## config.mk

```make
export PLATFORM = sky130hd
export DESIGN_NAME = bubble_warmup_ctrl
export DESIGN_NICKNAME = d
export VERILOG_FILES = /design/src/rtl/warmup_pkg.sv /design/src/rtl/warmup_band_lut.sv /design/src/rtl/bubble_warmup_ctrl.sv
export SDC_FILE = /design/constraint.sdc
export NUM_CORES = 1
export LEC_CHECK = 0
export CAP_MARGIN = 20
export CORE_MARGIN = 4
export CORE_UTILIZATION = 46
export CTS_BUF_LIST = sky130_fd_sc_hd__clkbuf_8
export CTS_CLUSTER_DIAMETER = 60
export DETAILED_ROUTE_END_ITERATION = 7
export PLACE_DENSITY = 0.9
export RECOVER_POWER = 50
export SYNTH_ARGS = -nofsm -noshare
export SYNTH_HDL_FRONTEND = slang
export SYNTH_SLANG_ARGS = --single-unit
```

## constraint.sdc

```tcl
create_clock -name MCLK -period 3.6 [get_ports MCLK]
set_input_delay 0.72 -clock MCLK [delete_from_list [all_inputs] [get_ports MCLK]]
set_output_delay 0.72 -clock MCLK [all_outputs]
set_load 0.02 [all_outputs]
```

## src/rtl/warmup_pkg.sv

```systemverilog
// warmup_pkg: state encoding and default band limits/warm-up times for bubble_warmup_ctrl
package warmup_pkg;
  typedef enum logic [2:0] {
    S_IDLE,
    S_SAMPLE,
    S_ARM_CLR,
    S_ARM_START,
    S_WAIT,
    S_READY,
    S_FAULT
  } state_t;
  localparam logic [7:0]  COLD_LIMIT_D     = 8'd40;
  localparam logic [7:0]  WARM_LIMIT_D     = 8'd80;
  localparam logic [7:0]  OVERTEMP_LIMIT_D = 8'd200;
  localparam logic [15:0] T_COLD_D         = 16'd30;
  localparam logic [15:0] T_WARM_D         = 16'd10;
  localparam logic [15:0] T_HOT_D          = 16'd2;
endpackage

```

## src/rtl/warmup_band_lut.sv

```systemverilog
// warmup_band_lut: maps a temperature code to its warm-up threshold and an overtemp flag
//   i_code  in  8   unsigned temperature sample
//   o_thr   out 16  warm-up seconds for the band of i_code
//   o_over  out 1   i_code at or above the overtemp limit
module warmup_band_lut
  import warmup_pkg::*;
#(
  parameter logic [7:0]  COLD_LIMIT     = COLD_LIMIT_D,
  parameter logic [7:0]  WARM_LIMIT     = WARM_LIMIT_D,
  parameter logic [7:0]  OVERTEMP_LIMIT = OVERTEMP_LIMIT_D,
  parameter logic [15:0] T_COLD         = T_COLD_D,
  parameter logic [15:0] T_WARM         = T_WARM_D,
  parameter logic [15:0] T_HOT          = T_HOT_D
) (
  input  logic [7:0]  i_code,
  output logic [15:0] o_thr,
  output logic        o_over
);
  assign o_thr  = i_code < COLD_LIMIT ? T_COLD : i_code < WARM_LIMIT ? T_WARM : T_HOT;
  assign o_over = i_code >= OVERTEMP_LIMIT;
endmodule

```

## src/rtl/bubble_warmup_ctrl.sv

```systemverilog
// bubble_warmup_ctrl: temperature-based warm-up sequencer for the bubble module
//   MCLK in, nRESET in (sync active-low), nENABLE in (low = operate), TEMPCODE[7:0] in,
//   TEMPVALID in, TIMEELAPSED[15:0] in, OVFL in, TC_nRESET out, TC_nSTART out,
//   nHEATEREN out, nBUBBLEREADY out, FAULT out (sticky),
//   REMAIN[15:0] out only when WARMUP_REMAIN_EN is defined (seconds left in WAIT).
module bubble_warmup_ctrl
  import warmup_pkg::*;
#(
  parameter logic [7:0]  COLD_LIMIT     = COLD_LIMIT_D,
  parameter logic [7:0]  WARM_LIMIT     = WARM_LIMIT_D,
  parameter logic [7:0]  OVERTEMP_LIMIT = OVERTEMP_LIMIT_D,
  parameter logic [15:0] T_COLD         = T_COLD_D,
  parameter logic [15:0] T_WARM         = T_WARM_D,
  parameter logic [15:0] T_HOT          = T_HOT_D
) (
  input  logic        MCLK,
  input  logic        nRESET,
  input  logic        nENABLE,
  input  logic [7:0]  TEMPCODE,
  input  logic        TEMPVALID,
  input  logic [15:0] TIMEELAPSED,
  input  logic        OVFL,
  output logic        TC_nRESET,
  output logic        TC_nSTART,
  output logic        nHEATEREN,
  output logic        nBUBBLEREADY,
  output logic        FAULT
`ifdef WARMUP_REMAIN_EN
  ,
  output logic [15:0] REMAIN
`endif
);
  state_t      r_state, w_next;
  logic [15:0] r_thr, w_thr;
  logic        w_over;
  logic        r_tc_nreset, r_tc_nstart, r_nheater, r_nready, r_fault;
  warmup_band_lut #(
    .COLD_LIMIT(COLD_LIMIT), .WARM_LIMIT(WARM_LIMIT), .OVERTEMP_LIMIT(OVERTEMP_LIMIT),
    .T_COLD(T_COLD), .T_WARM(T_WARM), .T_HOT(T_HOT)
  ) u_lut (
    .i_code(TEMPCODE),
    .o_thr (w_thr),
    .o_over(w_over)
  );
  // Overtemp outranks a disable request, which outranks the normal sequence.
  always_comb begin
    w_next = r_state;
    case (r_state)
      S_IDLE:      w_next = nENABLE ? S_IDLE : S_SAMPLE;
      S_SAMPLE:    w_next = TEMPVALID ? S_ARM_CLR : S_SAMPLE;
      S_ARM_CLR:   w_next = S_ARM_START;
      S_ARM_START: w_next = S_WAIT;
      S_WAIT:      w_next = OVFL ? S_FAULT : (TIMEELAPSED >= r_thr ? S_READY : S_WAIT);
      default:     w_next = r_state;
    endcase
    if (r_state != S_IDLE && r_state != S_FAULT && nENABLE) w_next = S_IDLE;
    if (r_state != S_FAULT && TEMPVALID && w_over) w_next = S_FAULT;
  end
  // Outputs are decoded from the next state so they change on the same edge as the state.
  always_ff @(posedge MCLK) begin
    if (!nRESET) begin
      r_state     <= S_IDLE;
      r_thr       <= '0;
      r_tc_nreset <= 1'b0;
      r_tc_nstart <= 1'b1;
      r_nheater   <= 1'b1;
      r_nready    <= 1'b1;
      r_fault     <= 1'b0;
    end else begin
      r_state     <= w_next;
      if (r_state == S_SAMPLE && TEMPVALID) r_thr <= w_thr;
      // Counter is cleared when arming, held clear in FAULT, and pulsed clear when dropping back to IDLE.
      r_tc_nreset <= !(w_next == S_ARM_CLR || w_next == S_FAULT || (w_next == S_IDLE && r_state != S_IDLE));
      r_tc_nstart <= w_next != S_ARM_START;
      r_nheater   <= w_next == S_IDLE || w_next == S_FAULT;
      r_nready    <= w_next != S_READY;
      r_fault     <= w_next == S_FAULT;
    end
  end
  assign TC_nRESET    = r_tc_nreset;
  assign TC_nSTART    = r_tc_nstart;
  assign nHEATEREN    = r_nheater;
  assign nBUBBLEREADY = r_nready;
  assign FAULT        = r_fault;
`ifdef WARMUP_REMAIN_EN
  logic [15:0] r_remain;
  always_ff @(posedge MCLK) begin
    if (!nRESET) r_remain <= 16'hFFFF;
    else r_remain <= w_next == S_WAIT ? (TIMEELAPSED >= r_thr ? 16'd0 : r_thr - TIMEELAPSED) :
                     w_next == S_READY ? 16'd0 : 16'hFFFF;
  end
  assign REMAIN = r_remain;
`endif
endmodule

```

Yosys cells after proc, flatten, opt, wreduce, memory -nomap -nowiden
Index checks and enable logic that the tools add are counted.
Storage, ports and cells
  input bits: 29
  bits in registers: 24
  output and inout bits: 5
Cells by class
  eq/ne operators: 9
  $lt $le $gt $ge: 4
  reductions and logical operators: 13
  muxes and demuxes: 9
Operator list (count)
  16-bit greater-or-equal comparator: 1
  16-bit two-way mux: 1
  3-bit case mux with 5 select lines: 1
  3-bit by 2-bit equality test with 1-bit output (second input constant): 3
  8-bit greater-or-equal comparator (second input constant): 1
  8-bit by 6-bit less-than comparator with 1-bit output (second input constant): 1
  8-bit by 7-bit less-than comparator with 1-bit output (second input constant): 1
  3-bit equality test (second input constant): 2
  1-bit logical AND: 6
  3-bit zero test: 2
  3-bit two-way mux: 2
  3-bit != test (second input constant): 2
  2-bit two-way mux: 2
  4-bit two-way mux: 1
  3-bit by 1-bit equality test with 1-bit output (second input constant): 1
  1-bit logical OR: 3
  3-bit by 2-bit != test with 1-bit output (second input constant): 1
  3-bit nonzero test: 1
  1-bit two-way mux: 2
  1-bit zero test: 1

Logic depth before layout (Yosys ltp)
  depth after elaboration: 10
  depth in mapped cells: 7

Modules after synthesis
A second synthesis with hierarchy kept.
Second synthesis, totals
  cell total of the unflattened synthesis: 193
  area, all modules: 1516.5 um^2
Modules (own cells, without submodules)
  bubble_warmup_ctrl: area an instance 1370.1 um^2, instances 1, cells each 172, seq. area each 480.5 um^2
  warmup_band_lut: area an instance 146.4 um^2, instances 1, cells each 21, seq. area each 0.0 um^2

Worst setup path after synthesis
OpenSTA, ideal clock, no wires.
  path kind: input to register
  start: input TIMEELAPSED[4]
  end: register r_nheater (netlist: nHEATEREN)
  path slack: 1.747 ns
  cell stages on the path: 6
  arrival time: 1.767 ns
  library setup time: 0.086 ns
  path through: ha_1 -> nor4_1 -> nand3_1 -> a21oi_1 -> a21oi_4 -> a211oi_1
Between the ends
  word-level cells in the longest chain between the ends: 8
RTL lines
  start, declared: line bubble_warmup_ctrl.sv:21  | input logic [15:0] TIMEELAPSED,
  16-bit greater-or-equal comparator (*): line bubble_warmup_ctrl.sv:53  | S_WAIT: w_next = OVFL ? S_FAULT : (TIMEELAPSED >= r_thr ? S_READY : S_WAIT);
  1-bit two-way mux (*): line bubble_warmup_ctrl.sv:53
  2-bit two-way mux (*): line bubble_warmup_ctrl.sv:53
  3-bit case mux with 5 select lines (*): line bubble_warmup_ctrl.sv:48  | case (r_state)
  3-bit two-way mux (*): line bubble_warmup_ctrl.sv:56  | if (r_state != S_IDLE && r_state != S_FAULT && nENABLE) w_next = S_IDLE;
  3-bit two-way mux (*): line bubble_warmup_ctrl.sv:57  | if (r_state != S_FAULT && TEMPVALID && w_over) w_next = S_FAULT;
  3-bit equality test / 3-bit zero test (equally long branches): line bubble_warmup_ctrl.sv:75  | r_nheater <= w_next == S_IDLE || w_next == S_FAULT;
  1-bit logical OR (*): line bubble_warmup_ctrl.sv:75
  end signal, assigned: line bubble_warmup_ctrl.sv:66  | r_nheater <= 1'b1;
  end signal, assigned: line bubble_warmup_ctrl.sv:75
  end, declared: line bubble_warmup_ctrl.sv:36  | logic r_tc_nreset, r_tc_nstart, r_nheater, r_nready, r_fault;
Mark *: on every way between the ends. The rest lies on a longest branch, timed or not.
A chain may end at the register's enable or synchronous reset.

Worst setup path after layout
  start: input TEMPCODE[4]
  end: register r_nheater (netlist: nHEATEREN)
Between the ends
  word-level cells in the longest chain between the ends: 5
RTL lines
  start, declared: line bubble_warmup_ctrl.sv:19  | input logic [7:0] TEMPCODE,
  8-bit greater-or-equal comparator (*): line warmup_band_lut.sv:20  | assign o_over = i_code >= OVERTEMP_LIMIT;
  1-bit logical AND (*): line bubble_warmup_ctrl.sv:57
  3-bit two-way mux (*): line bubble_warmup_ctrl.sv:57
  3-bit equality test / 3-bit zero test (equally long branches): line bubble_warmup_ctrl.sv:75
  1-bit logical OR (*): line bubble_warmup_ctrl.sv:75
Marked as above.

==> results.ini <==
[grt]
grt_usage_pct=17.5
antenna_found_initial=0
grt_max_degree=15
grt_pass1_wl_um=3420
grt_pass1_vias=815
overflow=0

[drt]
drtPass1Iterations=4
vias_per_cell=5.68
totalWireLength_um=1970
ant_nets=0
avgRoutedWirePerCell_um=14.8
vias=756
drc_errors=0
drt-initial-drc-count=11

[timing]
tightest_slew_ns=0.442
finalSetupViolations=0
setup-tns-final_ns=0
slew_violations=0
fin_crit_sh_pct=63.3
min_period_ns=2.28
max_freq_mhz=439
whs_ns=0.484
hold_viol=0
max_slew_margin_pct=70.5
finClkSkew_ns=0.00603
rsz0062_at_grt=false

[cells_and_area]
antenna_cells=0
fin_util_pct=70.9
drive_gt1_share_pct=7.69
area_growth_pct=42.4
nFillCells=127
fin_nets=151

[synth]
synthDistinctLibCells=39
ys_warn_count=0
yosysSeqAreaShare_pct=29.0
synthesis.area_um2=758
ys_ff_latch=11
syn_nets=121
avgSynthCellArea_um2=8.62
syn_inst=88

[clock_network]
clk_pin_slew_ns=0.05
htree_levels=1
postCtsSetupRepairBufs=0
cts_tree=built
clockRootBuffer=clkbuf_8
cts_buffer_depth=2
cts_resized=0
numCtsBuffers=3
clkSinkCount=11
clk_latency_ns=0.24
cts_hold_buf=0

[floorplanning]
ios=34
die_h_um=48.6
die_x_um=48.6
dieArea_um2=2360
rows=14
fp.coreArea_um2=1520
initial_core_util_pct=49.8

[placed_design]
place_hpwl_um=1530
numPortBuffers=30
place.gp.congestion=0.759

[critical_path]
startpoint_type=input pin
max_stage_delay_ns=0.57
slowest_stage=dlygate4sd3_1
criticalPathCategory=input pin to flop
critPathArrivalTime_ns=2.38
crit_fanout=3
worstSetupEndpointType=flop
worstPathRequired_ns=3.70
crit_chain=dlygate4sd3_1 > or3_1 > and4_4 > o31ai_2 > and3_1 > a211oi_1

[power_and_ir_drop]
p_leak_nw=0.397
cellPowerDensity_nw_per_um2=338
vdd_drop_max_uv=307

[hold_path]
hold_class=flop to flop

[outcome]
status=finished, final reports clean

[run]
drv_cap=0

==> layer usage <==
layer / vias up / track usage [%] / wire length [µm]
met4: 0 / 7.62 / 29
met1: 338 / 18.3 / 856
met2: 34 / 30.4 / 900
li1: 380 / - / -
met5: - / 0 / 0
met3: 4 / 7.06 / 182
==> stage by stage <==
| stage | worst slack, ns | cells | instance area [µm²] | power [W] |
|---|---|---|---|---|
| final | 1.32 | 133 | 1080 | 0.000365 |
| after global routing | 1.25 | 133 | 1080 | 0.000385 |
| after CTS | 1.34 | 133 | 1080 | 0.000369 |
| after detailed placement | 1.10 | 129 | 1040 | 0.000250 |
| after global placement | 1.18 | 129 | 1040 | 0.000245 |
| after floorplan | 1.75 | 88 | 758 | 0.000204 |
==> synthesized netlist by cell type <==
master | count | area share [%]
o21ai_1 | 1 | 0.66
nor2b_1 | 7 | 5.8
and4_4 | 1 | 1.5
buf_6 | 2 | 3.0
nor4_1 | 3 | 2.5
buf_2 | 1 | 0.66
a31oi_1 | 1 | 0.83
a21oi_1 | 8 | 5.3
o2bb2ai_1 | 2 | 2.3
o21ai_0 | 4 | 2.6
a211oi_1 | 1 | 0.99
a2bb2oi_1 | 2 | 2.3
nor4b_1 | 1 | 1.2
o211ai_1 | 1 | 0.99
ha_1 | 4 | 6.6
o311ai_2 | 1 | 2.1
a21oi_4 | 1 | 2.1
and3_1 | 3 | 2.5
a21o_1 | 1 | 0.99
nor3_1 | 1 | 0.66
and2b_1 | 1 | 0.99
buf_4 | 1 | 0.99
nand2b_1 | 2 | 1.6
maj3_2 | 1 | 1.5
o22ai_2 | 1 | 1.6
nor3b_1 | 1 | 0.99
dfxtp_1 | 11 | 29
a21boi_0 | 1 | 0.99
o31ai_2 | 1 | 1.6
nand4_1 | 1 | 0.83
inv_1 | 5 | 2.5
or3_1 | 2 | 1.6
nand2_1 | 7 | 3.5
and2_1 | 1 | 0.83
nand4bb_2 | 1 | 2.1
o21a_1 | 2 | 2.0
nand3_1 | 1 | 0.66
clkbuf_1 | 1 | 0.49
nor2_1 | 1 | 0.49
==> placed cells by master (no fill, tap or decap) <==
cell type,Yosys,final
a211oi_1,1,1
a21boi_0,1,1
a21o_1,1,1
a21oi_1,8,8
a21oi_4,1,1
a2bb2oi_1,2,2
a31oi_1,1,1
and2_1,1,1
and2b_1,1,1
and3_1,3,3
and4_4,1,1
clkbuf_8,0,3
clkdlybuf4s50_1,0,23
dfxtp_1,11,11
dlygate4sd3_1,0,7
ha_1,4,4
inv_1,5,6
maj3_2,1,1
nand2_1,7,7
nand2b_1,2,2
nand3_1,1,1
nand4_1,1,1
nand4bb_1,0,1
nor2_1,1,1
nor2b_1,7,7
nor3_1,1,1
nor3b_1,1,1
nor4_1,3,3
nor4b_1,1,1
o211ai_1,1,1
o21a_1,2,2
o21ai_0,4,4
o21ai_1,1,1
o22ai_2,1,1
o2bb2ai_1,2,2
o311ai_2,1,1
o31ai_2,1,1
or3_1,2,2
==> registers in the layout, summed over array words and instances, names as in the netlist <==
signal and count:
FAULT 1, TC_nRESET 1, TC_nSTART 1, nBUBBLEREADY 1
nHEATEREN 1, r_state 3, r_thr 3
==> area by class of cell <==
| cell class | instances | area, µm² | area share (%) |
|---|---|---|---|
| Sequential cell | 11 | 220 | 20.4 |
| Tap cell | 16 | 20.0 | 1.85 |
| Clock inverter | 1 | 3.75 | 0.348 |
| Timing Repair Buffer | 30 | 300 | 27.8 |
| Multi-Input combinational cell | 67 | 475 | 44.0 |
| Inverter | 5 | 18.8 | 1.74 |
| Clock buffer | 3 | 41.3 | 3.82 |
==> cells by family after synthesis <==
| kind of cell | share of synthesized area (%) |
|---|---|
| flip-flops | 29.0 |
| AO/OA/AOI/OAI | 27.6 |
| buffers and inverters | 7.59 |
| adder cells (fa/ha/maj) | 8.09 |
| AND/OR/NAND/NOR | 27.7 |
==> critical path: cells and delay by family <==
| family | cells | cell delay, ns |
|---|---|---|
| AOI/OAI and AO/OA | 2 | 0.25 |
| and+or+nand+nor | 3 | 0.84 |
| buffers and inverters | 1 | 0.57 |
==> where the power goes <==
part	switching, W	total [W]	internal [W]
clock	0.0000453	0.000120	0.0000748
sequential	0.0000110	0.000142	0.000131
combinational	0.0000444	0.000102	0.0000578
==> final timing paths <==
| check | start | to | slack [ns] | depth (start not counted) |
|---|---|---|---|---|
| worst max-delay path | TEMPCODE[4] | nHEATEREN$_SDFF_PN1_ | 1.32 | 6 |
| worst min register to register | r_thr[1]$_SDFFE_PN0P_ | r_thr[1]$_SDFFE_PN0P_ | 0.48 | 2 |
| worst min-delay path | r_thr[1]$_SDFFE_PN0P_ | r_thr[1]$_SDFFE_PN0P_ | 0.48 | 2 |
| worst max register to register | r_state[1]$_SDFF_PN0_ | nHEATEREN$_SDFF_PN1_ | 1.91 | 5 |
No activity file was read; power rests on OpenSTA's default activity.
==> RTL edit, RTL diff (same flow settings) <==
The option `WARMUP_REMAIN_EN` is turned on by a define.
--- a/src/rtl/bubble_warmup_ctrl.sv
+++ b/src/rtl/bubble_warmup_ctrl.sv
@@ -5,2 +5,4 @@
 //   REMAIN[15:0] out only when WARMUP_REMAIN_EN is defined (seconds left in WAIT).
+`define WARMUP_REMAIN_EN
+
 module bubble_warmup_ctrl
Behaviour (old outputs only; new: REMAIN): unchanged (equiv_simple and equiv_induct, registers matched by name and starting in step).
==> RTL edit against the original RTL <==
Final area is 68% higher. Sequential share of layout area increased by 9.3 points. Sequential cell count up 16. Wire length grew 47%. Critical path depth decreased by 1. Synthesized area grew 75%. Total power is 71% higher. Setup slack worse by 380 ps. Final cell count rose by 63%. Global-route usage shrank 0.83 points. Critical endpoint is now REMAIN[0]. Largest cell class unchanged.
==> RTL edit: results (changes against the original RTL) <==
| Metric | Value |
|---|---|
| Fin Clk Skew | `4.70 ps (-1.33 ps)` |
| Worst r2r path cells | `4 (-1)` |
| Worst hold path type | `reg -> reg` |
| Postcts setup bufs | `0 (unchanged)` |
| Seq/Total Area, Yosys | `0.408 (+0.117)` |
| Root Buffer | `clkbuf_8` |
| Synth unique cells | `47 (+21%)` |
| CTS max path bufs | `2 (unchanged)` |
| Leading register cell type out of synthesis | `dfxtp_1` |
| Largest register FFs | `16` |
| FF-to-FF setup slack | `1390 ps (-520 ps)` |
| Antenna cell count | `0 (unchanged)` |
| Post-synth top cells | `dfxtp_1, inv_1, o21ai_0` |
| CP max-delay cell | `nor4_4` |
| Fmax | `377 MHz (-14%)` |
| Post-CTS sizing | `0 (unchanged)` |
| Worst setup endpoint | `REMAIN[0]` |
| DRT Wirelength | `2890 um (+47%)` |
| Hold Path Depth | `2 (unchanged)` |
| Largest stage delay, worst path | `780 ps (+210 ps)` |
| VDD IR max | `0.000311 V (+1.1%)` |
| CP Max Fanout | `17 (+14)` |
| Global placement routability congestion | `0.800 (+5.4%)` |
| Setup crit start | `TEMPVALID` |
| DRT iter0 DRCs | `21 (+10)` |
| Arrival time worst endpoint | `2770 ps (+390 ps)` |
| Largest net degree at the start of global routing | `18 (+3)` |
| Layout cells sized above 1 | `0.0806 (+0.00372)` |
| Final nets | `222 (+47%)` |
| Detail Placement HPWL | `2420 um (+58%)` |
| Syn nets | `176 (+45%)` |
| First-pass GRT wire length | `4820 um (+41%)` |
| Ys Warns | `0 (unchanged)` |
| CTS Buf Count | `3 (unchanged)` |
| Number of global-route vias before repair | `1,179 (+45%)` |
| Synth top area cells | `dfxtp_1, ha_1, o21ai_0` |
| Status | `completed` |
| Tightest Pin Transition | `821 ps (+379 ps)` |
| TritonRoute pass-1 iters | `5 (+1)` |
| Routed vias/inst | `5.47 (-3.8%)` |
| Initial antenna violation count | `0 (unchanged)` |
| Pleak | `0.648 nW (+63%)` |
| Place WS | `647 ps (-451 ps)` |
| Number of synthesized flops with an enable pin | `0 (unchanged)` |
| GRT Resource Usage Total | `0.167 (-0.00826)` |
| Htree depth | `1 (unchanged)` |
| Port Buffers | `46 (+53%)` |
| Worst skew pair latency | `270 ps (+30 ps)` |
| CTS clock-pin slew for the worst setup and hold paths | `90 ps (+40 ps)` |
| Worst r2r src | `r_state[1]` |
| Fraction of registers with async set/reset | `0 (unchanged)` |
==> RTL edit: cell type report <==
class,instances,area (sq um)
multi-input combinational,96,684
clock buffer,3,41.3
fill,237,940
tap,31,38.8
inverter,13,48.8
timing repair buffer,46,460
sequential,27,541
clock inverter,1,3.75
==> RTL edit: per-layer routing <==
| layer | vias to the layer above | part of all wire | track usage |
|---|---|---|---|
| met5 | - | 0 | 0 |
| met4 | 0 | 0.029 | 0.0758 |
| met3 | 8 | 0.077 | 0.0269 |
| met2 | 46 | 0.50 | 0.317 |
| met1 | 538 | 0.39 | 0.179 |
| li1 | 594 | - | - |
==> RTL edit: cell families (layout without fill, tap and decap cells) <==
logic type               after synthesis  after routing  share of synthesized area
AND/OR/NAND/NOR                       48             48                      0.242
flip-flops                            27             27                      0.408
buffers and inverters                 18             63                     0.0641
multiplexers                           2              2                     0.0160
AO/OA/AOI/OAI                         38             38                      0.195
XOR/XNOR                               2              2                     0.0132
adder cells (fa/ha/maj)                6              6                     0.0623
==> RTL edit: through the flow <==
step / power (mW) / cell area, sq um / util / std cells / hold WS [ps]
floorplan: 0.410 / 1330 / - / 141 / 465
global placement: 0.464 / 1790 / 0.649 / 213 / 494
detailed placement: 0.471 / 1790 / 0.649 / 213 / 512
CTS: 0.628 / 1830 / 0.665 / 217 / 525
global route: 0.647 / 1820 / 0.659 / 217 / 557
finish: 0.622 / 1820 / 0.659 / 217 / 527
==> RTL edit: how the worst min path moves through the flow <==
stage                to  slack, ps      from
2_1_floorplan  r_thr[1]        470  r_thr[1]
4_1_cts        r_thr[1]        530  r_thr[1]
3_5_place_dp   r_thr[1]        510  r_thr[1]
6_report       r_thr[1]        530  r_thr[1]
3_3_place_gp   r_thr[1]        490  r_thr[1]
5_1_grt        r_thr[1]        560  r_thr[1]
==> RTL edit: power breakdown <==
part / leakage (nW) / switching, mW / internal, mW
Combinational: 0.401 / 0.0662 / 0.0700
Clock: 0.0269 / 0.0889 / 0.0764
Sequential: 0.220 / 0.00974 / 0.311
Total: 0.648 / 0.165 / 0.457
==> RTL edit: worst max-delay path, delay by kind of cell <==
family | cells | cell delay [ps]
AO/OA/AOI/OAI | 2 | 400
buffers and inverters | 1 | 590
AND/OR/NAND/NOR | 2 | 1060
